$ cat src/rtl/cond_branch_seq_pkg.sv
// Shared constants for the compare-and-branch sequencer: condition codes,
// instruction-byte bit positions and the sequencer state encoding.
package cond_pkg;

  localparam int INSTR_BYTES = 4;

  localparam int COND_EN = 5;
  localparam int IMM2    = 6;
  localparam int IMM1    = 7;

  typedef enum logic [4:0] {
    EQ = 5'd0,
    NE = 5'd1,
    LT = 5'd2,
    LE = 5'd3,
    GT = 5'd4,
    GE = 5'd5
  } cond_e;

  typedef enum logic [2:0] {
    S_FETCH,
    S_OP_A,
    S_OP_B,
    S_EVAL,
    S_ISSUE
  } state_e;

endpackage

$ cat src/rtl/cond_branch_seq_if.sv
// Sequencer-side bundle: program memory, register-file read port, COND unit,
// and the execute-stage issue interface.
interface cond_branch_seq_if #(
  parameter int REG_AW = 3
) ();

  logic              halt;
  logic              mem_req;
  logic [7:0]        mem_addr;
  logic              mem_ack;
  logic [7:0]        mem_data;
  logic [REG_AW-1:0] reg_raddr;
  logic [7:0]        reg_rdata;
  logic [7:0]        cond_code;
  logic [7:0]        cond_a;
  logic [7:0]        cond_b;
  logic              cond_result;
  logic [7:0]        pc;
  logic              instr_valid;
  logic [7:0]        opcode;
  logic [7:0]        arg1;
  logic [7:0]        arg2;
  logic [7:0]        dest;
  logic              exec_done;

  modport master (
    input  halt, mem_ack, mem_data, reg_rdata, cond_result, exec_done,
    output mem_req, mem_addr, reg_raddr, cond_code, cond_a, cond_b,
           pc, instr_valid, opcode, arg1, arg2, dest
  );

  modport slave (
    output halt, mem_ack, mem_data, reg_rdata, cond_result, exec_done,
    input  mem_req, mem_addr, reg_raddr, cond_code, cond_a, cond_b,
           pc, instr_valid, opcode, arg1, arg2, dest
  );

endinterface

$ cat src/rtl/cond_branch_seq_fetch.sv
// Byte-wide instruction fetch: walks PC..PC+3 over the req/ack handshake,
// assembles the four instruction bytes and flags the final capture.
module instr_fetch
  import cond_pkg::*;
(
  input  logic       clk,
  input  logic       rst_n,
  input  logic       active,
  input  logic       halt,
  input  logic [7:0] pc,
  input  logic       mem_ack,
  input  logic [7:0] mem_data,
  output logic       mem_req,
  output logic [7:0] mem_addr,
  output logic [7:0] opcode,
  output logic [7:0] arg1,
  output logic [7:0] arg2,
  output logic [7:0] dest,
  output logic       done
);

  logic [1:0] idx;
  logic       take;

  // halt only blocks the start of a new instruction, never a partial fetch
  assign mem_req  = rst_n && active && !((idx == 2'd0) && halt);
  assign mem_addr = mem_req ? (pc + {6'd0, idx}) : 8'h00;
  assign take     = mem_req && mem_ack;
  assign done     = take && (idx == 2'(INSTR_BYTES - 1));

  always_ff @(posedge clk) begin
    if (!rst_n) begin
      idx    <= 2'd0;
      opcode <= 8'h00;
      arg1   <= 8'h00;
      arg2   <= 8'h00;
      dest   <= 8'h00;
    end else if (take) begin
      idx <= idx + 2'd1;
      unique case (idx)
        2'd0: opcode <= mem_data;
        2'd1: arg1   <= mem_data;
        2'd2: arg2   <= mem_data;
        2'd3: dest   <= mem_data;
      endcase
    end
  end

endmodule

$ cat src/rtl/cond_branch_seq.sv
// Instruction sequencer: fetch, then either evaluate a compare-and-branch
// through the external COND unit or issue to execute and wait for done.
//
// state   | meaning
// S_FETCH | fetching 4 instruction bytes (idle while halted at byte 0)
// S_OP_A  | latch operand A (immediate ARG1 or register read)
// S_OP_B  | latch operand B (immediate ARG2 or register read)
// S_EVAL  | present operands to COND, redirect or step PC
// S_ISSUE | hold instruction for execute stage until exec_done
module cond_branch_seq
  import cond_pkg::*;
#(
  parameter logic [7:0] RESET_PC = 8'h00,
  parameter int         REG_AW   = 3
) (
  input logic              clk,
  input logic              rst_n,
  cond_branch_seq_if.master bus
);

  state_e            state, state_nxt;
  logic [7:0]        pc, pc_nxt;
  logic [7:0]        opnd_a, opnd_b, opnd_sel;
  logic [REG_AW-1:0] raddr;
  logic [7:0]        opcode, arg1, arg2, dest;
  logic              fetch_done;
  logic              in_eval;

  instr_fetch u_fetch (
    .clk      (clk),
    .rst_n    (rst_n),
    .active   (state == S_FETCH),
    .halt     (bus.halt),
    .pc       (pc),
    .mem_ack  (bus.mem_ack),
    .mem_data (bus.mem_data),
    .mem_req  (bus.mem_req),
    .mem_addr (bus.mem_addr),
    .opcode   (opcode),
    .arg1     (arg1),
    .arg2     (arg2),
    .dest     (dest),
    .done     (fetch_done)
  );

  always_comb begin
    state_nxt = state;
    pc_nxt    = pc;
    raddr     = '0;
    opnd_sel  = 8'h00;
    unique case (state)
      S_FETCH: begin
        if (fetch_done) state_nxt = opcode[COND_EN] ? S_OP_A : S_ISSUE;
      end
      S_OP_A: begin
        if (!opcode[IMM1]) raddr = arg1[REG_AW-1:0];
        opnd_sel  = opcode[IMM1] ? arg1 : bus.reg_rdata;
        state_nxt = S_OP_B;
      end
      S_OP_B: begin
        if (!opcode[IMM2]) raddr = arg2[REG_AW-1:0];
        opnd_sel  = opcode[IMM2] ? arg2 : bus.reg_rdata;
        state_nxt = S_EVAL;
      end
      S_EVAL: begin
        pc_nxt    = bus.cond_result ? dest : (pc + 8'd4);
        state_nxt = S_FETCH;
      end
      S_ISSUE: begin
        if (bus.exec_done) begin
          pc_nxt    = pc + 8'd4;
          state_nxt = S_FETCH;
        end
      end
      default: state_nxt = S_FETCH;
    endcase
  end

  always_ff @(posedge clk) begin
    if (!rst_n) begin
      state  <= S_FETCH;
      pc     <= RESET_PC;
      opnd_a <= 8'h00;
      opnd_b <= 8'h00;
    end else begin
      state <= state_nxt;
      pc    <= pc_nxt;
      if (state == S_OP_A) opnd_a <= opnd_sel;
      if (state == S_OP_B) opnd_b <= opnd_sel;
    end
  end

  // outputs are forced quiet while reset is asserted, whatever the state
  assign in_eval         = rst_n && (state == S_EVAL);
  assign bus.cond_code   = in_eval ? opcode : 8'h00;
  assign bus.cond_a      = in_eval ? opnd_a : 8'h00;
  assign bus.cond_b      = in_eval ? opnd_b : 8'h00;
  assign bus.reg_raddr   = rst_n ? raddr : '0;
  assign bus.instr_valid = rst_n && (state == S_ISSUE);
  assign bus.pc          = pc;
  assign bus.opcode      = opcode;
  assign bus.arg1        = arg1;
  assign bus.arg2        = arg2;
  assign bus.dest        = dest;

endmodule

$ cat src/flat_wrapper.sv
// flat-port wrapper written by rule: the top's interface ports become plain ports
module cond_branch_seq_flat import cond_pkg::*;
#(
  parameter logic [7:0] RESET_PC = 8'h00,
  parameter int         REG_AW   = 3
)
  (clk, rst_n, bus_halt, bus_mem_ack, bus_mem_data, bus_reg_rdata, bus_cond_result, bus_exec_done, bus_mem_req, bus_mem_addr, bus_reg_raddr, bus_cond_code, bus_cond_a, bus_cond_b, bus_pc, bus_instr_valid, bus_opcode, bus_arg1, bus_arg2, bus_dest);
  cond_branch_seq_if #(.REG_AW(REG_AW)) bus_i ();
  input logic clk;
  input logic rst_n;
  input wire logic [$bits(bus_i.halt)-1:0] bus_halt;
  input wire logic [$bits(bus_i.mem_ack)-1:0] bus_mem_ack;
  input wire logic [$bits(bus_i.mem_data)-1:0] bus_mem_data;
  input wire logic [$bits(bus_i.reg_rdata)-1:0] bus_reg_rdata;
  input wire logic [$bits(bus_i.cond_result)-1:0] bus_cond_result;
  input wire logic [$bits(bus_i.exec_done)-1:0] bus_exec_done;
  output wire logic [$bits(bus_i.mem_req)-1:0] bus_mem_req;
  output wire logic [$bits(bus_i.mem_addr)-1:0] bus_mem_addr;
  output wire logic [$bits(bus_i.reg_raddr)-1:0] bus_reg_raddr;
  output wire logic [$bits(bus_i.cond_code)-1:0] bus_cond_code;
  output wire logic [$bits(bus_i.cond_a)-1:0] bus_cond_a;
  output wire logic [$bits(bus_i.cond_b)-1:0] bus_cond_b;
  output wire logic [$bits(bus_i.pc)-1:0] bus_pc;
  output wire logic [$bits(bus_i.instr_valid)-1:0] bus_instr_valid;
  output wire logic [$bits(bus_i.opcode)-1:0] bus_opcode;
  output wire logic [$bits(bus_i.arg1)-1:0] bus_arg1;
  output wire logic [$bits(bus_i.arg2)-1:0] bus_arg2;
  output wire logic [$bits(bus_i.dest)-1:0] bus_dest;
  assign bus_i.halt = bus_halt;
  assign bus_i.mem_ack = bus_mem_ack;
  assign bus_i.mem_data = bus_mem_data;
  assign bus_i.reg_rdata = bus_reg_rdata;
  assign bus_i.cond_result = bus_cond_result;
  assign bus_i.exec_done = bus_exec_done;
  assign bus_mem_req = bus_i.mem_req;
  assign bus_mem_addr = bus_i.mem_addr;
  assign bus_reg_raddr = bus_i.reg_raddr;
  assign bus_cond_code = bus_i.cond_code;
  assign bus_cond_a = bus_i.cond_a;
  assign bus_cond_b = bus_i.cond_b;
  assign bus_pc = bus_i.pc;
  assign bus_instr_valid = bus_i.instr_valid;
  assign bus_opcode = bus_i.opcode;
  assign bus_arg1 = bus_i.arg1;
  assign bus_arg2 = bus_i.arg2;
  assign bus_dest = bus_i.dest;
  cond_branch_seq #(.RESET_PC(RESET_PC), .REG_AW(REG_AW)) u_core (.clk(clk), .rst_n(rst_n), .bus(bus_i));
endmodule
$ cat config.mk
export PLATFORM = sky130hd
export DESIGN_NAME = cond_branch_seq_flat
export DESIGN_NICKNAME = d
export VERILOG_FILES = /design/src/rtl/cond_branch_seq_pkg.sv /design/src/rtl/cond_branch_seq_if.sv /design/src/rtl/cond_branch_seq_fetch.sv /design/src/rtl/cond_branch_seq.sv /design/src/flat_wrapper.sv
export SDC_FILE = /design/constraint.sdc
export NUM_CORES = 1
export LEC_CHECK = 0
export CAP_MARGIN = 0
export CORE_MARGIN = 10
export CORE_UTILIZATION = 35
export CTS_CLUSTER_DIAMETER = 40
export DETAILED_ROUTE_END_ITERATION = 6
export PLACE_DENSITY = 0.66
export SLEW_MARGIN = 20
export SYNTH_ARGS = -nofsm -noshare
export SYNTH_HDL_FRONTEND = slang
export SYNTH_SLANG_ARGS = --single-unit
$ cat constraint.sdc
create_clock -name clk -period 2.3 [get_ports clk]
set_clock_uncertainty 0.2 [all_clocks]
set_input_delay 0.23 -clock clk [delete_from_list [all_inputs] [get_ports clk]]
set_output_delay 0.23 -clock clk [all_outputs]
set_load 0.05 [all_outputs]
# After elaboration in Yosys (flattened, before gate mapping)
# Cells that the tools add are included.
# W data, S select, Z words.
# totals
regBits	61
input_bits	22
output_inout_bits	77
# op_classes
n_addsub	3
eq_ne	9
muxes	18
n_reduce_logical	17
# ops
cell	n
$mux W8	9
$mux W3	6
$pmux W8 S2	1
$pmux W3 S4	1
$reduce_and A2 Y1	6
$add A8 B2 Y8	1
$add A8 B3 Y8 const B	1
$logic_and A1 B1 Y1	7
$eq A3 B2 Y1 const B	2
$pmux W3 S2	1
$eq A2 B2 Y1 const B	2
$eq A3 B1 Y1 const B	1
$eq A3 B3 Y1 const B	1
$logic_not A3 Y1	1
$add A2 B1 Y2 const B	1
$eq A2 B1 Y1 const B	1
$logic_not A2 Y1	1
$ne A2 B1 Y1 const B	1
$ne A2 B2 Y1 const B	1
$reduce_bool A2 Y1	1
$logic_not A1 Y1	1

# Logic depth before layout (Yosys ltp)
# depth
ltp_word	8
ltp_mapped	7

# Modules after synthesis
# A second synthesis with hierarchy kept.
# unflattened
hier_cells	361
area_unflattened_um2	3268.1
# by_module_without_submodules
module	n_inst	cells_each	area_per_inst_um2	seq_area_each_um2
cond_branch_seq	1	182	1647.8	540.5
instr_fetch	1	179	1620.3	680.7

# Worst setup path before layout
# Ideal clock, no wire load.
# synth_path
kind	reg2out
start	register u_core.pc[0] (netlist: u_core.bus.pc[0])
end	output port bus_mem_addr[6]
arrival_time_ps	2055
required_ps	1870
setup_slack_ps	-185
path_stages_with_launch	6
path_cell_list	dfxtp_1 -> ha_1 -> fa_1 -> nand4_1 -> xor2_1 -> nor2_1
# synth_between
elab_chain_cells	2
# synth_lines
item	line_no	text
from (decl)	cond_branch_seq.sv:22	logic [7:0] pc, pc_nxt;
from (signal assigned)	cond_branch_seq.sv:87	pc <= pc_nxt;
$add A8 B2 Y8	cond_branch_seq_fetch.sv:27	assign mem_addr = mem_req ? (pc + {6'd0, idx}) : 8'h00;
$mux W8	cond_branch_seq_fetch.sv:27	
to (decl)	flat_wrapper.sv:18	output wire logic [$bits(bus_i.mem_addr)-1:0] bus_mem_addr;
# Every way passes these cells.

# Final worst setup path
# layout_path
start	register u_core.u_fetch.idx[0]
end	output port bus_mem_addr[6]
# layout_between
elab_chain_cells	5
elab_cells_between_ends	6
# layout_lines
item	line_no	text
from (decl)	cond_branch_seq_fetch.sv:22	logic [1:0] idx;
from (signal assigned)	cond_branch_seq_fetch.sv:39	idx <= idx + 2'd1;
parallel branches: the longest is 4 deep, another holds $add A8 B2 Y8	--	
$mux W8 *	cond_branch_seq_fetch.sv:27	
# Every way passes the cells marked *.

==> results.txt <==
The worst register-to-register path begins at u_core.u_fetch.idx[0]$_SDFFE_PN0P_. The depth of the worst register-to-register path works out to 10. After clock tree synthesis, the flow added hold-fix buffers numbering 0.

Counting every instance in the synthesized netlist gives 343. Clock latency on the worst-skew pair, taken at its later pin, is 340 ps. For this run, the number of standard cells in the final layout without fillers is 553. The worst hold path depth came out at 3. The residual DRC count is 0. The number of diodes added for antenna fixing was 0; the compound-cell area share of the yosys netlist was 17.9%. The design draws 2210 uW. The tools report the initial antenna violation count as 0. The critical path class is flip-flop to output port. The number of flops mapped to enable cells by yosys came out at 0. By area, the combinational part of the netlist is dominated by simple AND/OR/NAND/NOR gates. The cell type of the slowest stage on the worst timing path was fa_2. The number of library cell types mapped by synthesis is 40.

The path with the worst hold slack has its endpoint at u_core.bus.pc[0]$_SDFFE_PN0P_. The total area inside the core boundary comes to 8220 um2. The routed via count was 2864. After the first detailed-routing iteration, the DRC count stood at 157. The detail route stage leaves a number of antenna-violating nets equal to 0. Once routing completed, OpenROAD measured the worst setup slack at 63.4 ps.

The most common cell in the synthesized netlist is dfxtp_1. Average cell area after synthesis: 8.59 um2. For this design the top-level I/O count stands at 99. When the netlist entered floorplanning its net count stood at 373. Summing the areas of all fa, ha and maj instances in the mapped netlist gives 3.65% of the synthesized area. Subtracting the final worst setup slack from the clock period gives 2240 ps. In this design, the stage delay of the slowest critical-path cell is 370 ps. The worst setup path is launched from a flip-flop. The count of final hold-check violations is 0, and the via count of the first global-routing pass is 2818. For this run, the number of Yosys warnings is 0.

After detailed routing, the average wire length per cell comes to 17.3 um. The tools report the end of the worst register-to-register path as u_core.u_fetch.arg2[0]$_SDFFE_PN0P_. The min-delay analysis places its worst path in the category input port to flip-flop. Along the worst path, the maximum fanout reaches 5. The placed wire-length estimate was 7.15 mm.

The worst setup path is captured at an output port. For this design the ratio of total power to cell area is 466 nW/um2. The fraction of post-synthesis cell area in the top cell type by area came out at 41.5%. The signal on the critical path passes through ha_2 > fa_2 > nand4_1 > xor2_2 > nor2_4 > buf_12. For this run, asynchronously set or reset flops after synthesis account for 0%.

For the total wire length after detailed routing, the log shows 9.57 mm. The buffer and inverter count on the worst path came out at 1. The largest total area in the synthesized netlist belongs to dfxtp_1. For the total iterations of the first detailed-routing run, the log shows 4. In the synthesized netlist the dominant register cell turns out to be dfxtp_1. From synthesis to final layout, the design area changed by 61.1%. Summed over all cells, the static leakage comes to 0.00194 uW. The worst-case IR drop observed on VDD is 0.358 mV.

Input and output buffers added on the ports amount to 98. The pre-CTS worst setup slack is 204 ps, and the largest net degree at the start of global routing is 48. The critical path crosses 6 cells after its start point.

The ratio of routed vias to standard cells is 5.18. The transition at the pin with the smallest max-transition slack works out to 540 ps. Of the synthesized area, sequential elements account for 41.5%. CTS built an H-tree with a depth of 3. The die covers 12500 um2. Number of max-cap violations: 0. The worst register-to-register path has a setup slack of 130 ps.

The number of clock buffers added by TritonCTS is 9. The standard-cell row count was 33. The logs give 2950 um2 for the combined area of all synthesized cells and 0 for the setup-violating endpoint count in the final report.

The commonest cells after synthesis are dfxtp_1 (61), nand3_1 (43), nand2_1 (33), o21ai_0 (33), and2_1 (26). The simple-gate area share of the yosys netlist came out at 23.9%. Static timing analysis puts the maximum clock frequency at 447 MHz. The worst hold path begins at rst_n. Wire length of the first global-routing pass: 15.1 mm.

Measured against its own limit, the worst slew margin works out to 63.9%. The final RePlAce weighted congestion came out at 0.830. Multiplexer cells account for 5.78% of the synthesized area. Counting along the longest clock path gives a buffer depth of 2.

The library cell used as clock root buffer is clkbuf_8. The run finished with clean final reports. After synthesis, the cell types taking the most area are dfxtp_1 (41%), nand3_1 (7.3%), mux2i_1 (5.8%). The parity-gate share of the synthesized area counting xor and xnor cells is 2.38%, and the share of post-route cells with drive strength above 1 is 22.5%. The synthesized design contains 61 register bits.

Global routing used 14.6% of the available tracks. Counting every sink on the clock net gives 61. In this run the horizontal extent of the chip is 112 um. TritonCTS built the clock tree. The logs give 0 for the max-slew violation count and 474 for the total number of nets in the final design.

The worst hold slack after final layout is 164 ps. The vertical extent of the die was 112 um; the final period utilization was 97.2%. After filler insertion, the fill cell instance count of the layout stands at 725.

Data on the critical path is required at its endpoint by 1870 ps. Effective utilization at floorplan: 35.8%. For this run the aggregate overflow at the end of global routing stands at 0. The kind of cell adding the most delay to the critical path was adder cells. Counting tap cells, the placed design contains a total of 534 instances. Clock-pin slew was measured on the worst setup and hold paths at 70 ps. Endpoint arrival time on the critical path: 1810 ps.
## worst max-delay path by stage
stage                                             startpoint          endpoint  slack [ps]
after floorplan                u_core.bus.pc[1]$_SDFFE_PN0P_   bus_mem_addr[7]        -140
after global placement          u_core.state[0]$_SDFFE_PN0P_  bus_reg_raddr[0]         270
after detailed placement  u_core.u_fetch.idx[1]$_SDFFE_PN0P_   bus_mem_addr[3]         200
after CTS                 u_core.u_fetch.idx[1]$_SDFFE_PN0P_   bus_mem_addr[0]          20
after global routing      u_core.u_fetch.idx[0]$_SDFFE_PN0P_   bus_mem_addr[4]          -8
final                     u_core.u_fetch.idx[0]$_SDFFE_PN0P_   bus_mem_addr[6]          60
## cell usage in the layout, fill, tap and decap left out, types with 5 or more instances in the layout
| cell | netlist | routed |
|---|---|---|
| inv_1 | 9 | 8 |
| buf_12 | 0 | 37 |
| mux2i_1 | 17 | 17 |
| a21oi_1 | 9 | 9 |
| ha_1 | 7 | 5 |
| o21ai_0 | 33 | 33 |
| nand3_1 | 43 | 43 |
| nand4_1 | 6 | 6 |
| clkbuf_8 | 0 | 12 |
| clkdlybuf4s50_1 | 0 | 58 |
| nor2_4 | 0 | 6 |
| o211a_1 | 16 | 16 |
| nand2_1 | 33 | 32 |
| buf_4 | 2 | 18 |
| and2_1 | 26 | 26 |
| nor2_1 | 12 | 5 |
| dfxtp_1 | 61 | 54 |
## registers in the layout, indices dropped and copies added (netlist names)
register               count
u_core.u_fetch.idx         2
u_core.opnd_a              8
u_core.bus.pc              8
u_core.u_fetch.opcode      8
u_core.state               3
u_core.u_fetch.arg2        8
u_core.u_fetch.dest        8
u_core.u_fetch.arg1        8
u_core.opnd_b              8
## layout make-up
type	count	area (um2)	area share, %
inverter	9	33.8	0.712
tap	105	131	2.77
clock inverter	3	20.0	0.422
timing repair buffer	115	1470	31.0
sequential	61	1240	26.1
clock buffer	12	165	3.48
multi-input combinational	248	1680	35.4
## through the flow
step	setup TNS (ps)	cell area, um2	util, %
finish	0	4740	57.7
global route	-16.2	4740	57.7
CTS	0	4620	56.2
detailed placement	0	4410	53.7
global placement	0	4410	53.7
floorplan	-516	2950	-
## timing repair
item                       in CTS  in global routing
gates resized for setup        11                 25
buffers inserted                0                  4
pin swaps                       1                  9
setup endpoints to repair      12                 12
## power breakdown
group	total [uW]	internal, uW	switching [uW]
sequential	1080	1060	12.4
clock	887	471	415
combinational	247	102	145
## worst register-to-register path, cell delays in order (launching register included)
cell and delay [ps]:
dfxtp_4 370, inv_1 70, ha_2 210, a211oi_4 320
buf_6 150, buf_4 110, buf_4 100, nand4_1 110
buf_4 220, nand3_1 100, o21ai_0 100
## per-layer routing
metal	global-route usage (%)	wire, um	share of wire [%]	vias up
li1	-	-	-	1411
met1	16.6	4030	42	1355
met2	23.1	4410	46	89
met3	8.27	1030	11	9
met4	4.11	104	1.1	0
met5	0	0	0	-
## kinds of logic after synthesis
kind of cell,after synthesis
flops,61
simple gates,136
xor+xnor,8
buf+inv,34
mux,17
compound gates,79
fa+ha+maj,8
Power figures use the tool's default switching activity.
